$ cat config.mk
export PLATFORM = sky130hd
export DESIGN_NAME = alu_share_arb
export DESIGN_NICKNAME = d
export VERILOG_FILES = /design/src/rtl/alu_share_arb.sv
export SDC_FILE = /design/constraint.sdc
export NUM_CORES = 1
export LEC_CHECK = 0
export BUFFER_PORTS_ARGS = -buffer_cell sky130_fd_sc_hd__buf_2
export CORE_AREA = 2 2 125 127
export CTS_CLUSTER_DIAMETER = 60
export CTS_CLUSTER_SIZE = 24
export DETAILED_ROUTE_END_ITERATION = 12
export DIE_AREA = 0 0 127 129
export PLACE_DENSITY = 0.59
export SYNTH_ARGS = -nofsm -noshare
export SYNTH_HDL_FRONTEND = slang
export SYNTH_SLANG_ARGS = --single-unit
$ cat constraint.sdc
create_clock -name iClk -period 2 [get_ports iClk]
set_clock_uncertainty 0.15 [all_clocks]
set_input_delay 0.1 -clock iClk [delete_from_list [all_inputs] [get_ports iClk]]
set_output_delay 0.1 -clock iClk [all_outputs]
set_load 0.02 [all_outputs]
$ cat src/rtl/alu_share_arb.sv
// alu_share_arb: lets the execute stage (port 0) and the branch/address unit
// (port 1) share one combinational alu_32. A round-robin arbiter picks at most
// one request per cycle and steers its operands onto the ALU. The result lands
// in a one-deep response register owned by the winning port. Each port has an
// independent valid/ready response stream, so one port's backpressure never
// stalls the other.
module alu_share_arb #(
    parameter int                DATA_W = 32,
    parameter int                OP_W   = 6,
    parameter logic [OP_W-1:0]   OP_ADD = 6'h02,
    parameter logic [OP_W-1:0]   OP_SUB = 6'h06
) (
    input  logic                 iClk,
    input  logic                 iReset_n,

    // Requester 0: execute stage
    input  logic                 iReqValid0,
    output logic                 oReqReady0,
    input  logic [DATA_W-1:0]    iA0,
    input  logic [DATA_W-1:0]    iB0,
    input  logic [OP_W-1:0]      iOp0,
    output logic                 oRspValid0,
    input  logic                 iRspReady0,
    output logic [DATA_W-1:0]    oRspALU0,
    output logic                 oRspZero0,
    output logic                 oRspFlag0,

    // Requester 1: branch/address unit
    input  logic                 iReqValid1,
    output logic                 oReqReady1,
    input  logic [DATA_W-1:0]    iA1,
    input  logic [DATA_W-1:0]    iB1,
    input  logic [OP_W-1:0]      iOp1,
    output logic                 oRspValid1,
    input  logic                 iRspReady1,
    output logic [DATA_W-1:0]    oRspALU1,
    output logic                 oRspZero1,
    output logic                 oRspFlag1,

    // Shared alu_32 instance
    output logic [DATA_W-1:0]    oAluA,
    output logic [DATA_W-1:0]    oAluB,
    output logic [OP_W-1:0]      oAluOp,
    input  logic [DATA_W-1:0]    iAluResult,
    input  logic                 iAluZero,
    input  logic                 iAluOverflow,
    input  logic                 iAluUnderflow
);

    // alu_32 keeps its overflow/underflow outputs in internal latches that
    // only refresh on ADD/SUB. For any other op they show a stale value, so
    // only the flag belonging to the current op is passed through.
    function automatic logic f_rsp_flag(
        input logic [OP_W-1:0] op,
        input logic            ovf,
        input logic            unf
    );
        logic flag;
        flag = 1'b0;
        if (op == OP_ADD) begin
            flag = ovf;
        end else if (op == OP_SUB) begin
            flag = unf;
        end
        return flag;
    endfunction

    // Round-robin pointer: index of the port granted most recently.
    logic                r_last;

    // Response registers, one per port.
    logic                r_rsp_vld0_p1;
    logic [DATA_W-1:0]   r_rsp_alu0_p1;
    logic                r_rsp_zero0_p1;
    logic                r_rsp_flag0_p1;
    logic                r_rsp_vld1_p1;
    logic [DATA_W-1:0]   r_rsp_alu1_p1;
    logic                r_rsp_zero1_p1;
    logic                r_rsp_flag1_p1;

    logic                w_free0;
    logic                w_free1;
    logic                w_elig0;
    logic                w_elig1;
    logic                w_gnt0;
    logic                w_gnt1;
    logic                w_flag;

    // ---- p0: arbitration and ALU drive (combinational) ----

    // A slot can accept new data when it is empty or is being drained in this
    // same cycle. This gives back-to-back throughput under a ready consumer.
    assign w_free0 = !r_rsp_vld0_p1 | iRspReady0;
    assign w_free1 = !r_rsp_vld1_p1 | iRspReady1;
    assign w_elig0 = iReqValid0 & w_free0;
    assign w_elig1 = iReqValid1 & w_free1;

    // Round-robin choice: a contested cycle goes to the port that did not win last.
    always_comb begin
        w_gnt0 = 1'b0;
        w_gnt1 = 1'b0;
        if (w_elig0 && w_elig1) begin
            if (r_last) begin
                w_gnt0 = 1'b1;
            end else begin
                w_gnt1 = 1'b1;
            end
        end else begin
            w_gnt0 = w_elig0;
            w_gnt1 = w_elig1;
        end
    end

    assign oReqReady0 = w_gnt0;
    assign oReqReady1 = w_gnt1;

    // Steer the winner onto the ALU. When idle, 0+0 keeps the ALU quiet.
    always_comb begin
        oAluA  = '0;
        oAluB  = '0;
        oAluOp = OP_ADD;
        if (w_gnt0) begin
            oAluA  = iA0;
            oAluB  = iB0;
            oAluOp = iOp0;
        end else if (w_gnt1) begin
            oAluA  = iA1;
            oAluB  = iB1;
            oAluOp = iOp1;
        end
    end

    assign w_flag = f_rsp_flag(oAluOp, iAluOverflow, iAluUnderflow);

    // ---- p1: response registers ----

    // Pointer moves only on a real grant, so idle cycles keep the current order.
    // Reset value 1 lets port 0 win the first contention.
    always_ff @(posedge iClk or negedge iReset_n) begin
        if (!iReset_n) begin
            r_last <= 1'b1;
        end else if (w_gnt0) begin
            r_last <= 1'b0;
        end else if (w_gnt1) begin
            r_last <= 1'b1;
        end
    end

    // Port 0 slot occupancy: a grant fills it, and a consume with no refill empties it.
    always_ff @(posedge iClk or negedge iReset_n) begin
        if (!iReset_n) begin
            r_rsp_vld0_p1 <= 1'b0;
        end else if (w_gnt0) begin
            r_rsp_vld0_p1 <= 1'b1;
        end else if (iRspReady0) begin
            r_rsp_vld0_p1 <= 1'b0;
        end
    end

    // Port 0 data is captured only on grant, so it stays stable while the slot waits.
    always_ff @(posedge iClk or negedge iReset_n) begin
        if (!iReset_n) begin
            r_rsp_alu0_p1  <= '0;
            r_rsp_zero0_p1 <= 1'b0;
            r_rsp_flag0_p1 <= 1'b0;
        end else if (w_gnt0) begin
            r_rsp_alu0_p1  <= iAluResult;
            r_rsp_zero0_p1 <= iAluZero;
            r_rsp_flag0_p1 <= w_flag;
        end
    end

    // Port 1 slot occupancy: a grant fills it, and a consume with no refill empties it.
    always_ff @(posedge iClk or negedge iReset_n) begin
        if (!iReset_n) begin
            r_rsp_vld1_p1 <= 1'b0;
        end else if (w_gnt1) begin
            r_rsp_vld1_p1 <= 1'b1;
        end else if (iRspReady1) begin
            r_rsp_vld1_p1 <= 1'b0;
        end
    end

    // Port 1 data is captured only on grant, so it stays stable while the slot waits.
    always_ff @(posedge iClk or negedge iReset_n) begin
        if (!iReset_n) begin
            r_rsp_alu1_p1  <= '0;
            r_rsp_zero1_p1 <= 1'b0;
            r_rsp_flag1_p1 <= 1'b0;
        end else if (w_gnt1) begin
            r_rsp_alu1_p1  <= iAluResult;
            r_rsp_zero1_p1 <= iAluZero;
            r_rsp_flag1_p1 <= w_flag;
        end
    end

    assign oRspValid0 = r_rsp_vld0_p1;
    assign oRspALU0   = r_rsp_alu0_p1;
    assign oRspZero0  = r_rsp_zero0_p1;
    assign oRspFlag0  = r_rsp_flag0_p1;
    assign oRspValid1 = r_rsp_vld1_p1;
    assign oRspALU1   = r_rsp_alu1_p1;
    assign oRspZero1  = r_rsp_zero1_p1;
    assign oRspFlag1  = r_rsp_flag1_p1;

endmodule

==> impl_metrics.csv, run 1 <==
group,metric,value,unit
timing,rsz0062_at_grt,"yes",
pwr,comb_power_share,0.462,
timing,min_period,2.06,ns
logic_synthesis,ys_types,18,
route,route.detailed.drc,0,
logic_synthesis,synth_top_area_cell,"dfrtp_1",
placement,dpl-instance-area,0.00528,mm²
timing,fin_crit_sh,1.03,
logic_synthesis,seq_area_frac_synth,0.520,
pwr,pwr-share-clk,0.234,
logic_synthesis,avgSynthCellArea,8.81,µm²
route,firstDrtPassIters,4,
worst_setup_path,end_kind,"output pin",
cells_and_area,drive_above_1_share,0.498,
die,core_area,0.0150,mm²
die,die-width,127,µm
cells_and_area,layout_common_cells,"buf_2 (261), nand2_1 (204), dfrtp_1 (70), a22o_1 (61), buf_6 (51)",
route,wl,16700,µm
global_route,grt_max_degree,45,
logic_synthesis,synth-edff-count,0,
pwr,power.leakage,3.78,nW
cts,numCtsBuffers,9,
worst_setup_path,critPathMaxFanout,14,
timing,setup_ws,-0.0569,ns
timing,fmax,486,MHz
cts,clockBufferDepth,2,
pwr,p_int,0.00397,W
die,num_rows,45,
global_route,overflow,0,
logic_synthesis,async_flop_share,1.00,
cts,cts_tree,"done",
cts,path_clk_slew,0.06,ns
cells_and_area,nNetsFinal,943,
die,die-area,0.0164,mm²
placement,dp_hpwl,10900,µm
worst_setup_path,critical_path_class,"register to output pin",
die,die_y,129,µm
cts,insertion_delay,0.33,ns
worst_setup_path,crit_path_start_kind,"register",
cts,h-tree-depth,3,
pwr,switchingPower,0.00251,W
timing,drv_slew,0,
cells_and_area,final_area,0.00675,mm²
placement,io_buffers,322,
placement,place_congestion,0.774,
worst_setup_path,critical_path_required,1.75,ns
cells_and_area,num-fill-cells,1465,
route,drt_iter0_markers,160,
route,viasPerCell,4.50,
route,wl_per_cell,17.5,µm
status,violations,"setup timing",
logic_synthesis,synth_area,0.00342,mm²
pwr,p_sw_frac,0.387,
pwr,power_frac_seq,0.303,
timing,finalHoldViolations,0,
pwr,power_density,959,mW/mm²
route,vias,4303,
cells_and_area,area_delta_synth_final,97.3,%
logic_synthesis,yosys_warnings,0,
global_route,antenna_found_initial,1,
logic_synthesis,synth_flop_cell,"dfrtp_1",
die,start_util,0.228,
pwr,ir_drop,408,µV
status,status,"finished with violations",
cells_and_area,layout_commonest_cell,"buf_2",
logic_synthesis,ys_seq_elements,71,
global_route,grt_use_total,0.179,
run,drv_cap,0,
global_route,grt_pass1_wl,22500,µm
hold_path,hold_class,"primary input to register",
timing,maxSlewHeadroom,0.785,
cts,clockRootBuffer,"clkbuf_16",
logic_synthesis,syn_inst,388,
timing,setup-tns-final,-1.05,ns
route,antenna_left,0,
logic_synthesis,syn_nets,569,
die,ioPinCount,323,
logic_synthesis,synth_top_area_share,0.512,
global_route,grt_pass1_vias,4153,
timing,setup_viol,56,
worst_setup_path,cp.arrival,1.81,ns
logic_synthesis,yosys-top-cells-area,"dfrtp_1 (51%), nand2_1 (23%), a22o_1 (17%)",
timing,worst_slew_pin_slew,0.322,ns
cts,cts_num_sinks,71,
==> routing by layer <==
metal / up-vias / routed length, µm / GRT usage
met5: - / 0 / 0
met2: 223 / 7990 / 0.281
met3: 23 / 1570 / 0.0549
li1: 2060 / - / -
met1: 1997 / 6860 / 0.240
met4: 0 / 323 / 0.0517
==> final cells by class <==
class	count	area, µm²	area share
multi-input cells	285	1580	0.233
well taps	188	235	0.0349
flip-flops and latches	71	1780	0.263
repair buffers	393	2840	0.421
clock buffers	11	253	0.0375
inverters	2	27.5	0.00408
clock inverters	5	32.5	0.00482
diodes	1	2.50	0.000371
==> state kept, by name, summed over array words and instances, names as in the netlist <==
name	cells
oRspValid0	1
oRspValid1	1
oRspZero1	1
oRspFlag1	1
oRspFlag0	1
oRspZero0	1
oRspALU0	32
r_last	1
oRspALU1	32
==> synthesized netlist by cell type, types with 2 or more instances <==
library cell  instances
clkbuf_1              4
buf_2                23
nand2_1             205
buf_1                 3
o41ai_2               2
nand2b_1              2
dfrtp_1              70
or4b_2                2
a22o_1               68
==> through the flow <==
step                      power [W]  cells  setup slack (ns)  utilization  hold WS [ns]
after floorplan             0.00338    388             0.228            -        -0.346
after global placement      0.00438    878             0.120        0.352        -0.187
after detailed placement    0.00438    878             0.110        0.352        -0.188
after CTS                   0.00618    947            -0.117        0.418        0.0297
after global routing        0.00681    956            -0.154        0.451        0.0392
final                       0.00647    956           -0.0569        0.451        0.0460
==> timing repair <==
item	CTS	global route
pin swaps	2	3
gates resized for setup	25	105
endpoints found under the hold margin	141	0
buffers inserted	3	3
endpoints found under the setup margin	69	73
cloned	4	5
hold buffers	46	0
==> worst max-delay path, cell delays in order, from the launching register on <==
cell and delay (ns):
dfstp_2 0.54, a31o_4 0.21, clkinv_8 0.10, buf_12 0.17, a22o_1 0.28, buf_4 0.17
==> cells by family (layout without fill, tap and decap cells) <==
group	after synthesis	after routing	synth area share
and+or+nand+nor	209	209	0.235
other	0	1	0
AOI/OAI and AO/OA	75	75	0.198
DFF	71	71	0.520
buffers and inverters	32	411	0.0439
muxes	1	1	0.00402
==> power groups by stage <==
stage                     clock network, W  logic, W  registers, W
final                              0.00152   0.00299       0.00196
after global routing               0.00162   0.00319       0.00200
after CTS                          0.00156   0.00266       0.00196
after detailed placement                 0   0.00240       0.00198
after global placement                   0   0.00240       0.00198
after floorplan                          0  0.000985       0.00240
==> path summary, 6_finish.rpt <==
check                             startpoint           end  slack (ns)  cells after the start
worst max-delay path                  r_last     oAluB[19]       -0.06                      5
worst min-delay path              iRspReady0    oRspValid0        0.05                      4
worst max register to register        r_last     oRspFlag1        0.06                      6
worst min register to register  oRspALU0[11]  oRspALU0[11]        0.32                      2
max in group asynchronous           iReset_n  oRspALU0[13]        0.85                      3
min in group asynchronous           iReset_n  oRspALU1[28]        0.17                      3
(Power assumes the default switching activity.)
==> inputs of run 2 (changes only) <==
--- a/config.mk
+++ b/config.mk
@@ -7,11 +7,12 @@
 export LEC_CHECK = 0
 export BUFFER_PORTS_ARGS = -buffer_cell sky130_fd_sc_hd__buf_2
 export CORE_AREA = 2 2 125 127
-export CTS_CLUSTER_DIAMETER = 60
+export CTS_CLUSTER_DIAMETER = 30
 export CTS_CLUSTER_SIZE = 24
 export DETAILED_ROUTE_END_ITERATION = 12
 export DIE_AREA = 0 0 127 129
 export PLACE_DENSITY = 0.59
+export RECOVER_POWER = 25
 export SYNTH_ARGS = -nofsm -noshare
 export SYNTH_HDL_FRONTEND = slang
 export SYNTH_SLANG_ARGS = --single-unit
==> run 2 against run 1 <==
  * The flow still finishes with violations (setup timing)
  * Fmax fell by 0.25%
  * First-iteration DRC count did not move
  * Sequential power barely moved
  * Via count grew 0.67%
  * Largest power group unchanged
  * Die area unchanged
  * Largest cell class unchanged
==> impl_metrics.csv, run 2 (synthesis results as in run 1) <==
group,metric,value,unit
timing,rsz0062_at_grt,"yes",
status,status,"finished with violations",
global_route,antenna_found_initial,1,
worst_setup_path,cp.arrival,1.81,ns
placement,dp.cells,878,
timing,setup_viol,57,
cells_and_area,finalNonFillerCells,956,
pwr,comb_power_share,0.462,
timing,finalHoldViolations,0,
cells_and_area,nNetsFinal,943,
cts,h-tree-depth,3,
timing,min_period,2.06,ns
cells_and_area,num-fill-cells,1469,
global_route,overflow,0,
pwr,power.leakage,3.77,nW
placement,place_congestion,0.774,
cells_and_area,area_delta_synth_final,96.7,%
route,top_layer_used,"met4",
cts,numCtsBuffers,9,
route,firstDrtPassIters,4,
route,drt_iter0_markers,160,
pwr,power_frac_seq,0.303,
route,antenna_left,0,
pwr,ir_drop,408,µV
die,die_y,129,µm
timing,fin_crit_sh,1.03,
global_route,grt_use_total,0.179,
timing,whs,0.0459,ns
route,wl_per_cell,17.5,µm
timing,setup-tns-final,-1.13,ns
status,violations,"setup timing",
route,viasPerCell,4.53,
route,vias,4332,
global_route,grt_pass1_wl,22500,µm
run,drv_cap,0,
worst_setup_path,end_kind,"output pin",
timing,drv_slew,0,
cts,clockBufferDepth,2,
pwr,switchingPower,0.00251,W
route,wl,16800,µm
cts,path_clk_slew,0.06,ns
route,wl_met2,7970,µm
global_route,grt_pass1_vias,4153,
global_route,grt_max_degree,45,
cts,cts_num_sinks,71,
placement,dp_hpwl,10900,µm
worst_setup_path,critical_path_class,"register to output pin",
die,ioPinCount,323,
worst_setup_path,critical_path_required,1.75,ns
die,start_util,0.228,
die,num_rows,45,
cells_and_area,drive_above_1_share,0.495,
die,die-width,127,µm
cells_and_area,layout_commonest_cell,"buf_2",
worst_setup_path,crit_path_start_kind,"register",
pwr,p_int,0.00396,W
route,wl_met3,1500,µm
pwr,power_density,962,mW/mm²
route,route.detailed.drc,0,
placement,dp_slack,0.110,ns
timing,worst_slew_pin_slew,1.15,ns
timing,fmax,485,MHz
cts,cts_tree,"done",
die,die-area,0.0164,mm²
placement,io_buffers,322,
cts,clockRootBuffer,"clkbuf_16",
cells_and_area,layout_common_cells,"buf_2 (260), nand2_1 (204), dfrtp_1 (70), a22o_1 (61), buf_6 (51)",
cts,insertion_delay,0.33,ns
route,wirelength_met1,6970,µm
pwr,pwr-share-clk,0.235,
timing,setup_ws,-0.0621,ns
die,core_area,0.0150,mm²
pwr,p_sw_frac,0.388,
worst_setup_path,critPathMaxFanout,14,
timing,maxSlewHeadroom,0.236,
hold_path,hold_class,"primary input to register",
## run 2: cell types whose count changed in the layout (fill, tap and decap cells not counted)
cell,delta
clkbuf_2,+1
buf_2,-1
clkbuf_1,+2
buf_12,-1
buf_4,-1
## run 2: final cells by class
class / instances / area, µm² / share of cell area
clock buffer: 11 / 253 / 0.0376
timing repair buffer: 393 / 2820 / 0.420
tap: 188 / 235 / 0.0350
antenna: 1 / 2.50 / 0.000372
clock inverter: 5 / 32.5 / 0.00484
sequential: 71 / 1780 / 0.264
inverter: 2 / 27.5 / 0.00409
multi-input combinational: 285 / 1580 / 0.234
## run 2: metal layers
| metal | vias up | global-route usage |
|---|---|---|
| met5 | - | 0 |
| met4 | 0 | 0.0517 |
| met2 | 230 | 0.281 |
| li1 | 2059 | - |
| met3 | 23 | 0.0549 |
| met1 | 2020 | 0.240 |
## run 2: path summary, 6_finish.rpt
check / from / to / slack [ns] / depth (start not counted)
worst max-delay path: r_last / oAluB[19] / -0.06 / 5
worst min-delay path: iRspReady0 / oRspValid0 / 0.05 / 4
worst max register to register: r_last / oRspFlag1 / 0.06 / 6
worst min register to register: oRspALU0[11] / oRspALU0[11] / 0.32 / 2
max in group asynchronous: iReset_n / oRspALU0[18] / 0.47 / 3
min in group asynchronous: iReset_n / oRspALU1[25] / 0.54 / 3
## run 2: power groups by stage
| stage | clock network, W | registers, W | logic [W] |
|---|---|---|---|
| detailed placement | 0 | 0.00198 | 0.00240 |
| global placement | 0 | 0.00198 | 0.00240 |
| floorplan | 0 | 0.00240 | 0.000985 |
| global route | 0.00162 | 0.00200 | 0.00319 |
| finish | 0.00152 | 0.00196 | 0.00299 |
| CTS | 0.00156 | 0.00196 | 0.00266 |
## run 2: per-stage QoR
step	instance area, µm²	utilization	total power, W
2_1_floorplan	3420	-	0.00338
3_3_place_gp	5280	0.352	0.00438
3_5_place_dp	5280	0.352	0.00438
4_1_cts	6250	0.418	0.00618
5_1_grt	6730	0.449	0.00681
6_report	6730	0.449	0.00647
## run 2: what timing repair did
action / in CTS / in global routing
cloned: 4 / 5
pin swaps: 2 / 3
buffers inserted: 3 / 3
endpoints found under the hold margin: 141 / 0
gates resized for setup: 25 / 105
setup endpoints to repair: 69 / 73
hold buffers: 46 / 0
## run 2: worst max-delay path, cell delays in order (launching register included)
cell and delay, ns:
dfstp_2 0.54, a31o_4 0.21, clkinv_8 0.10, buf_12 0.17
a22o_1 0.28, buf_4 0.17
==> inputs of run 3 (changes only) <==
--- a/config.mk
+++ b/config.mk
@@ -5,13 +5,13 @@
 export SDC_FILE = /design/constraint.sdc
 export NUM_CORES = 1
 export LEC_CHECK = 0
-export BUFFER_PORTS_ARGS = -buffer_cell sky130_fd_sc_hd__buf_2
 export CORE_AREA = 2 2 125 127
 export CTS_CLUSTER_DIAMETER = 30
 export CTS_CLUSTER_SIZE = 24
 export DETAILED_ROUTE_END_ITERATION = 12
 export DIE_AREA = 0 0 127 129
-export PLACE_DENSITY = 0.59
+export DONT_BUFFER_PORTS = 1
+export PLACE_DENSITY = 0.41
 export RECOVER_POWER = 25
 export SYNTH_ARGS = -nofsm -noshare
 export SYNTH_HDL_FRONTEND = slang
==> run 3 against run 2 <==
  * The run still ends with setup timing left
  * Fmax increased by 2.2%
  * Worst setup slack improved by 0.045 ns
  * Sequential share of layout area rose by 6.4 points
  * Non-clock buffer count fell by 309
  * Sequential power up 26%
  * First-iteration DRC count grew 43%
  * Cell count down 32%
  * Core utilization decreased by 8.7 points
  * Combinational power fell by 34%
  * Clock-buffer cell count unchanged
  * Sequential cell count unchanged
  * Register-to-register slack improved by 0.02 ns
==> impl_metrics.csv, run 3 (synthesis results as in run 1) <==
group,metric,value,unit
status,status,"finished with violations",
status,violations,"setup timing",
cts,cts_num_sinks,71,
route,drt_iter0_markers,228,
pwr,power_density,1080,mW/mm²
worst_setup_path,worst-path-buf-inv,2,
die,die-area,0.0164,mm²
worst_setup_path,crit_slowest_cell,"dfrtp_1",
timing,setup_ws,-0.0176,ns
worst_setup_path,critPathMaxFanout,11,
cells_and_area,drive_above_1_share,0.288,
timing,setup-tns-final,-0.0389,ns
placement,place_congestion,0.851,
timing,setup_viol,3,
route,wl,15800,µm
hold_path,hold_class,"primary input to register",
worst_setup_path,end_kind,"output pin",
cts,cts_tree,"done",
timing,min_period,2.02,ns
cts,numCtsBuffers,9,
route,firstDrtPassIters,5,
worst_setup_path,crit_family,"compound AO/OA/AOI/OAI gates",
timing,drv_slew,0,
cells_and_area,finalNonFillerCells,647,
pwr,power.leakage,2.67,nW
route,route.detailed.drc,0,
worst_setup_path,crit_path_start_kind,"register",
worst_setup_path,critical_path_class,"register to output pin",
die,die_y,129,µm
die,core_area,0.0150,mm²
die,num_rows,45,
cells_and_area,diodes,0,
global_route,grt_pass1_vias,3158,
placement,io_buffers,0,
global_route,antenna_found_initial,0,
cells_and_area,layout_commonest_cell,"nand2_1",
cells_and_area,nNetsFinal,635,
route,wl_per_cell,24.4,µm
timing,finalHoldViolations,0,
global_route,grt_pass1_wl,20400,µm
cts,path_clk_slew,0.06,ns
worst_setup_path,cp.arrival,1.77,ns
die,ioPinCount,323,
timing,worst_slew_pin_slew,0.996,ns
cts,h-tree-depth,3,
timing,maxSlewHeadroom,0.336,
placement,dp.cells,556,
cts,insertion_delay,0.34,ns
run,drv_cap,0,
cells_and_area,area_delta_synth_final,58.5,%
route,antenna_left,0,
cells_and_area,layout_common_cells,"nand2_1 (204), dfrtp_1 (70), a22o_4 (50), dlygate4sd3_1 (48), a22o_2 (19)",
timing,fmax,496,MHz
worst_setup_path,cp_cell_sequence,"nand2b_1 -> nand2_1 -> o21bai_4 -> inv_8 -> clkbuf_16 -> a22o_2",
global_route,grt_max_degree,72,
cts,clockRootBuffer,"clkbuf_16",
placement,dp_hpwl,9800,µm
pwr,ir_drop,495,µV
worst_setup_path,slowest_delay,0.37,ns
route,viasPerCell,5.08,
global_route,overflow,0,
timing,fin_crit_sh,1.01,
die,start_util,0.228,
worst_setup_path,critical_path_required,1.75,ns
die,die-width,127,µm
global_route,grt_use_total,0.171,
cts,clockBufferDepth,2,
route,vias,3287,
timing,rsz0062_at_grt,"yes",
## run 3: cell count changes in the layout (fill, tap and decap cells not counted), sizes merged
cell	previous run	this run
buf	339	26
clkinv	3	5
dlygate4sd3	46	48
diode	1	0
clkbuf	18	19
inv	1	2
dlymetal6s4s	0	1
clkinvlp	3	1
## run 3: through the flow
step	util	setup slack (ns)	hold slack, ns	total power [W]	instance area (µm²)
after floorplan	-	0.228	-0.346	0.00338	3420
after global placement	0.243	0.124	-0.343	0.00369	3640
after detailed placement	0.243	0.0989	-0.344	0.00372	3640
after CTS	0.340	-0.0515	0.00596	0.00575	5090
after global routing	0.362	-0.0763	0.0234	0.00618	5420
final	0.362	-0.0176	0.0234	0.00586	5420
## run 3: cell type report
cell class | count | area [µm²]
fill | 1498 | 9560
multi-input combinational | 285 | 1990
sequential | 71 | 1780
timing repair buffer | 84 | 1110
tap | 188 | 235
clock buffer | 11 | 233
clock inverter | 5 | 35.0
inverter | 2 | 27.5
timing repair inverter | 1 | 16.3
## run 3: per-layer routing
metal | wire (µm) | up-vias | global-route usage | part of all wire
met1 | 6120 | 1590 | 0.217 | 0.39
met5 | 0 | - | 0 | 0
met2 | 7340 | 219 | 0.250 | 0.47
met4 | 401 | 0 | 0.0646 | 0.025
li1 | - | 1451 | - | -
met3 | 1910 | 27 | 0.0865 | 0.12
## run 3: path summary, 6_finish.rpt
kind	slack, ns	cells after the start	start	to
min in group asynchronous	0.32	2	iReset_n	oRspALU1[4]
worst max-delay path	-0.02	6	oRspValid0	oAluA[30]
max in group asynchronous	0.72	2	iReset_n	oRspALU0[13]
worst min register to register	0.47	2	oRspALU1[6]	oRspALU1[6]
worst max register to register	0.08	7	oRspValid0	oRspFlag0
worst min-delay path	0.02	4	iRspReady0	r_last
## run 3: report_power, final
part	switching, W	internal [W]	total [W]	leakage [nW]
Clock	0.000607	0.000839	0.00145	0.129
Sequential	0.000681	0.00178	0.00246	0.874
Combinational	0.00109	0.000871	0.00196	1.66
Total	0.00237	0.00349	0.00586	2.67
## run 3: what timing repair did
item | in CTS | in global routing
resized for setup | 102 | 19
pin swaps | 3 | 17
endpoints found under the hold margin | 142 | 1
setup endpoints to repair | 70 | 73
gates cloned | 6 | 11
buffers inserted | 7 | 2
hold buffers | 48 | 3
## run 3: worst reg2reg max path: cells and delay by family (launching register included)
family	cells	cell delay [ns]
mux	1	0.17
flops	1	0.37
compound gates	3	0.74
simple gates	1	0.15
buf+inv	2	0.24
